**src/rtl/pipelined_ripple_adder.sv**
```systemverilog
// pipelined_ripple_adder: WIDTH-bit a+b+cin, one CHUNK-wide ripple per stage.
// Optional macro PIPE_RCA_OVF_EN adds the registered signed-overflow port ovf.
module pipelined_ripple_adder #(
    parameter int WIDTH  = 16,
    parameter int STAGES = 4
) (
    input  logic             clk,
    input  logic             rst,
    input  logic             in_valid,
    output logic             in_ready,
    input  logic [WIDTH-1:0] a,
    input  logic [WIDTH-1:0] b,
    input  logic             cin,
    output logic             out_valid,
    input  logic             out_ready,
    output logic [WIDTH-1:0] sum,
`ifdef PIPE_RCA_OVF_EN
    output logic             ovf,
`endif
    output logic             cout
);
    localparam int CHUNK = WIDTH / STAGES;

    if (STAGES < 1 || (WIDTH % STAGES) != 0) begin : g_bad_cfg
        $error("WIDTH must be a positive multiple of STAGES");
    end

    // Per-stage inputs: remaining operands shifted to bit 0,
    // partial sum so far, incoming carry and incoming valid.
    wire  [WIDTH-1:0] w_opa [STAGES];
    wire  [WIDTH-1:0] w_opb [STAGES];
    wire  [WIDTH-1:0] w_ps  [STAGES];
    wire              w_ci  [STAGES];
    wire              w_vi  [STAGES];
    // Per-stage register outputs
    wire  [WIDTH-1:0] w_s   [STAGES];
    wire              w_c   [STAGES];
    wire              w_v   [STAGES];
`ifdef PIPE_RCA_OVF_EN
    wire  [CHUNK-1:0] w_cs  [STAGES];
`endif
    logic [STAGES-1:0] w_rdy;

    assign w_opa[0] = a;
    assign w_opb[0] = b;
    assign w_ps[0]  = '0;
    assign w_ci[0]  = cin;
    assign w_vi[0]  = in_valid;

    // Ready chain: a stage loads when empty or when its successor moves on
    always_comb begin
        logic v_r;
        w_rdy = '0;
        v_r   = out_ready;
        for (int k = STAGES - 1; k >= 0; k--) begin
            v_r      = !w_v[k] | v_r;
            w_rdy[k] = v_r;
        end
    end

    for (genvar k = 0; k < STAGES; k++) begin : g_stg
        logic [CHUNK-1:0] w_sum;
        logic             w_co;
        logic             r_v;
        logic             r_c;
        logic [WIDTH-1:0] r_s;

        // Chunk k: plain ripple of CHUNK full adders
        always_comb begin
            logic v_c;
            v_c   = w_ci[k];
            w_sum = '0;
            for (int i = 0; i < CHUNK; i++) begin
                w_sum[i] = w_opa[k][i] ^ w_opb[k][i] ^ v_c;
                v_c = (w_opa[k][i] & w_opb[k][i]) |
                      (v_c & (w_opa[k][i] ^ w_opb[k][i]));
            end
            w_co = v_c;
        end

        // Stage register: valid, finished sum chunks, chunk carry-out
        always_ff @(posedge clk or posedge rst) begin
            if (rst) begin
                r_v <= 1'b0;
                r_c <= 1'b0;
                r_s <= '0;
            end else if (w_rdy[k]) begin
                r_v <= w_vi[k];
                r_c <= w_co;
                r_s <= w_ps[k] | (WIDTH'(w_sum) << (k * CHUNK));
            end
        end

        assign w_s[k] = r_s;
        assign w_c[k] = r_c;
        assign w_v[k] = r_v;
`ifdef PIPE_RCA_OVF_EN
        assign w_cs[k] = w_sum;
`endif

        if (k < STAGES - 1) begin : g_fwd
            logic [WIDTH-1:0] r_na;
            logic [WIDTH-1:0] r_nb;

            // Carry the not-yet-added operand chunks forward, shifted down
            always_ff @(posedge clk or posedge rst) begin
                if (rst) begin
                    r_na <= '0;
                    r_nb <= '0;
                end else if (w_rdy[k]) begin
                    r_na <= w_opa[k] >> CHUNK;
                    r_nb <= w_opb[k] >> CHUNK;
                end
            end

            assign w_opa[k+1] = r_na;
            assign w_opb[k+1] = r_nb;
            assign w_ps[k+1]  = r_s;
            assign w_ci[k+1]  = r_c;
            assign w_vi[k+1]  = r_v;
        end
    end

    assign in_ready  = w_rdy[0];
    assign out_valid = w_v[STAGES-1];
    assign sum       = w_s[STAGES-1];
    assign cout      = w_c[STAGES-1];

`ifdef PIPE_RCA_OVF_EN
    localparam int L = STAGES - 1;
    logic r_ovf;

    // Operand MSBs and the sum MSB all sit in the last chunk
    always_ff @(posedge clk or posedge rst) begin
        if (rst) begin
            r_ovf <= 1'b0;
        end else if (w_rdy[L]) begin
            r_ovf <= (w_opa[L][CHUNK-1] == w_opb[L][CHUNK-1]) &
                     (w_cs[L][CHUNK-1] != w_opa[L][CHUNK-1]);
        end
    end

    assign ovf = r_ovf;
`endif

endmodule
```
**config.mk**
```make
export PLATFORM = sky130hd
export DESIGN_NAME = pipelined_ripple_adder
export DESIGN_NICKNAME = d
export VERILOG_FILES = /design/src/rtl/pipelined_ripple_adder.sv
export SDC_FILE = /design/constraint.sdc
export NUM_CORES = 1
export LEC_CHECK = 0
export BUFFER_PORTS_ARGS = -buffer_cell sky130_fd_sc_hd__buf_4
export CORE_UTILIZATION = 35
export CTS_CLUSTER_DIAMETER = 200
export CTS_CLUSTER_SIZE = 28
export DETAILED_ROUTE_END_ITERATION = 8
export GPL_TIMING_DRIVEN = 0
export PLACE_DENSITY_LB_ADDON = 0.15
export SYNTH_ARGS = -nofsm -noshare
export SYNTH_HDL_FRONTEND = slang
export SYNTH_SLANG_ARGS = --single-unit
```
**constraint.sdc**
```tcl
create_clock -name clk -period 3.6 [get_ports clk]
set_input_delay 0.36 -clock clk [delete_from_list [all_inputs] [get_ports clk]]
set_output_delay 0.36 -clock clk [all_outputs]
set_load 0.01 [all_outputs]
```
==> out/metrics.csv <==
stage;metric;value;unit
placement;placed inst area;4690;µm²
global_routing;gr ovfl total;0;
timing;Worst Skew;0.00801;ns
detailed_routing;DR pass1 iterations;4;
timing;setup TNS;0;ns
logic_synthesis;ys flop type;dfrtp_1;
global_routing;met2 usage;0.211;
detailed_routing;DRT antenna net count;0;
floorplanning;Die X-Extent;110;µm
setup_path;Crit path required time;3.86;ns
cells_and_area;Final nets;430;
floorplanning;# rows;39;
clock_tree;Sink Count;96;
placement;Final HPWL DP;5060;µm
cells_and_area;share of layout cells above drive strength 1;0.353;
power;Cell Int Power;2.34;mW
logic_synthesis;register area share after synthesis;0.590;
logic_synthesis;number of flops mapped to enable cells by yosys;0;
clock_tree;CTS resizes;0;
global_routing;vias in the first global route;2372;
power;Seq pwr share;0.471;
global_routing;initial antenna violation count;0;
clock_tree;postcts setup bufs;0;
detailed_routing;wire per inst;13.7;µm
timing;relative slew slack;0.655;
cells_and_area;multi-input logic area;1480;µm²
power;switching part of the total;0.273;
clock_tree;clock tree from TritonCTS;built;
floorplanning;Ports;56;
power;P_leak;2.47;nW
setup_path;startpoint class of the critical path;flop;
clock_tree;Worst-Skew Late Latency;0.34;ns
logic_synthesis;Async S/R FF share, synth;1.00;
clock_tree;Root Buffer;clkbuf_16;
placement;placer's final routability congestion estimate;0.691;
clock_tree;H-Tree Depth;3;
logic_synthesis;area of the mapped netlist;4070;µm²
flow_run;Max-cap violations;0;
min_path;hold crit path type;primary input to asynchronous set/reset pin;
power;Comb power frac;0.235;
cells_and_area;most frequent cells in the layout;96 x dfrtp_1, 62 x nand2_1, 56 x buf_4;
setup_path;worst r2r src;g_stg[1].r_c$_DFFE_PP0P_;
timing;Tcrit/Tclk final;0.608;
timing;Fmax;457;MHz
logic_synthesis;syn nets;363;
placement;# port buffers;55;
cells_and_area;cell area after layout;4990;µm²
logic_synthesis;Syn Inst Count;310;
timing;worst hold slack;0.0318;ns
clock_tree;CTS Buf Count;9;
global_routing;Top Usage Layer GRT;met2;
global_routing;pin count of the biggest net entering global routing;64;
setup_path;Max Fanout on Critical Path;2;
timing;final hold violation count;0;
detailed_routing;drc violations;0;
power;Max rail drop VDD;0.225;mV
logic_synthesis;YS warnings;0;
cells_and_area;most common cell after layout, fill and taps aside;dfrtp_1;
floorplanning;starting density of the core;0.358;
detailed_routing;vias per cell;4.43;
logic_synthesis;library cells used by synthesis;20;
floorplanning;die area;12100;µm²
timing;unrepaired setup endpoints after global routing;false;
timing;Setup Viol. Count Final;0;
timing;max-slew violation count;0;
setup_path;crit end category;flop;
run_status;outcome;complete, no violations;
power;Clock power frac;0.294;
global_routing;grt met1 use;0.180;
setup_path;FF-to-FF path depth;8;
floorplanning;chip height;110;µm
clock_tree;CTS Hold Bufs;0;
global_routing;GRT Total Usage;0.136;
clock_tree;Reg clk slew, reported paths;0.07;ns
setup_path;CP Class;flop to flop;
cells_and_area;Inserted Diodes;0;
logic_synthesis;Synth Register Bits;96;
detailed_routing;drt initial violations;61;
power;cell area power density;645;nW/µm²
detailed_routing;Total Wirelength;7220;µm
setup_path;R2R Path End;g_stg[2].r_s[11]$_DFFE_PP0P_;
power;Sw Pwr;0.878;mW
setup_path;R2R Setup Slk;1.41;ns
floorplanning;CORE AREA;11400;µm²
detailed_routing;vias;2324;
global_routing;met3 Use GR;0.0225;
cells_and_area;Reg area;2400;µm²
cells_and_area;Layout fillers;1098;
timing;Slew @ Worst Pin;0.517;ns
setup_path;data arrival time of the critical path;2.45;ns
clock_tree;clock buffer depth;2;
logic_synthesis;mean post-synth cell area;13.1;µm²
global_routing;first-pass GRT wire length;11900;µm
cells_and_area;area growth from synthesis to layout;22.6;%
timing;min Tclk post-route;2.19;ns
[state kept, by name (all words and copies together) (netlist names)]
name              cells
sum                  16
cout                  1
out_valid             1
g_stg.r_c             3
g_stg.r_s            24
g_stg.r_v             3
g_stg.g_fwd.r_na     24
g_stg.g_fwd.r_nb     24
[Yosys cell counts (2+ instances only)]
| cell | count | share of area |
|---|---|---|
| a21oi_1 | 11 | 0.014 |
| nand2b_1 | 5 | 0.0077 |
| mux2_4 | 25 | 0.092 |
| buf_2 | 4 | 0.0049 |
| o21ai_0 | 8 | 0.0098 |
| fa_1 | 16 | 0.079 |
| buf_6 | 3 | 0.0083 |
| nor3b_1 | 2 | 0.0037 |
| nor2_1 | 9 | 0.0083 |
| dfrtp_1 | 96 | 0.59 |
| clkbuf_1 | 5 | 0.0046 |
| inv_1 | 29 | 0.027 |
| mux2_2 | 29 | 0.080 |
| nand2_1 | 62 | 0.057 |
[through the flow]
stage / setup slack, ns / cells / power (mW) / utilization
after detailed placement: 1.40 / 509 / 2.31 / 0.413
after global placement: -0.422 / 508 / 2.28 / 0.410
after global routing: 1.26 / 525 / 3.44 / 0.439
final: 1.41 / 525 / 3.22 / 0.439
after CTS: 1.39 / 525 / 3.27 / 0.439
after floorplan: 0.735 / 310 / 1.98 / -
[power groups by stage]
stage	clock [mW]	sequential, mW	combinational (mW)
5_1_grt	1.03	1.55	0.858
3_5_place_dp	0	1.54	0.772
4_1_cts	0.977	1.52	0.776
2_1_floorplan	0	1.54	0.438
6_report	0.947	1.51	0.756
3_3_place_gp	0	1.53	0.754
[critical path: stages, from the launching register on]
cell	delay, ns
dfrtp_1	0.40
fa_1	0.41
inv_1	0.08
fa_1	0.17
inv_1	0.05
fa_1	0.35
inv_1	0.09
fa_1	0.43
a21oi_1	0.13
[routing by layer]
metal / wire (µm) / vias up / part of all wire
met5: 0 / - / 0
met4: 162 / 0 / 0.022
met3: 225 / 13 / 0.031
met2: 3450 / 41 / 0.48
met1: 3380 / 1145 / 0.47
li1: - / 1125 / -
[cells by family (layout without fill, tap and decap cells)]
logic type,count (synthesis),in the layout,synth area share
DFF,96,96,0.590
and+or+nand+nor,82,82,0.0861
muxes,55,55,0.175
buffers and inverters,42,114,0.0464
AOI/OAI and AO/OA,19,19,0.0234
adders and majority gates,16,16,0.0787
[worst max-delay path by stage]
stage | from | endpoint | cells past startpoint
after detailed placement | g_stg[1].r_c$_DFFE_PP0P_ | g_stg[2].r_s[11]$_DFFE_PP0P_ | 8
after floorplan | rst | cout$_DFFE_PP0P_ | 1
after CTS | g_stg[1].r_c$_DFFE_PP0P_ | g_stg[2].r_s[11]$_DFFE_PP0P_ | 8
after global placement | rst | sum[11]$_DFFE_PP0P_ | 2
final | g_stg[1].r_c$_DFFE_PP0P_ | g_stg[2].r_s[11]$_DFFE_PP0P_ | 8
after global routing | g_stg[1].r_c$_DFFE_PP0P_ | g_stg[2].r_s[11]$_DFFE_PP0P_ | 8
[layout make-up]
| cell class | count | share of cell area |
|---|---|---|
| Clock inverter | 5 | 0.0108 |
| Tap cell | 143 | 0.0359 |
| Buffer | 13 | 0.0161 |
| Sequential cell | 96 | 0.482 |
| Clock buffer | 11 | 0.0487 |
| Inverter | 29 | 0.0223 |
| Timing Repair Buffer | 56 | 0.0883 |
| Multi-Input combinational cell | 172 | 0.296 |
(Power assumes the default switching activity.)
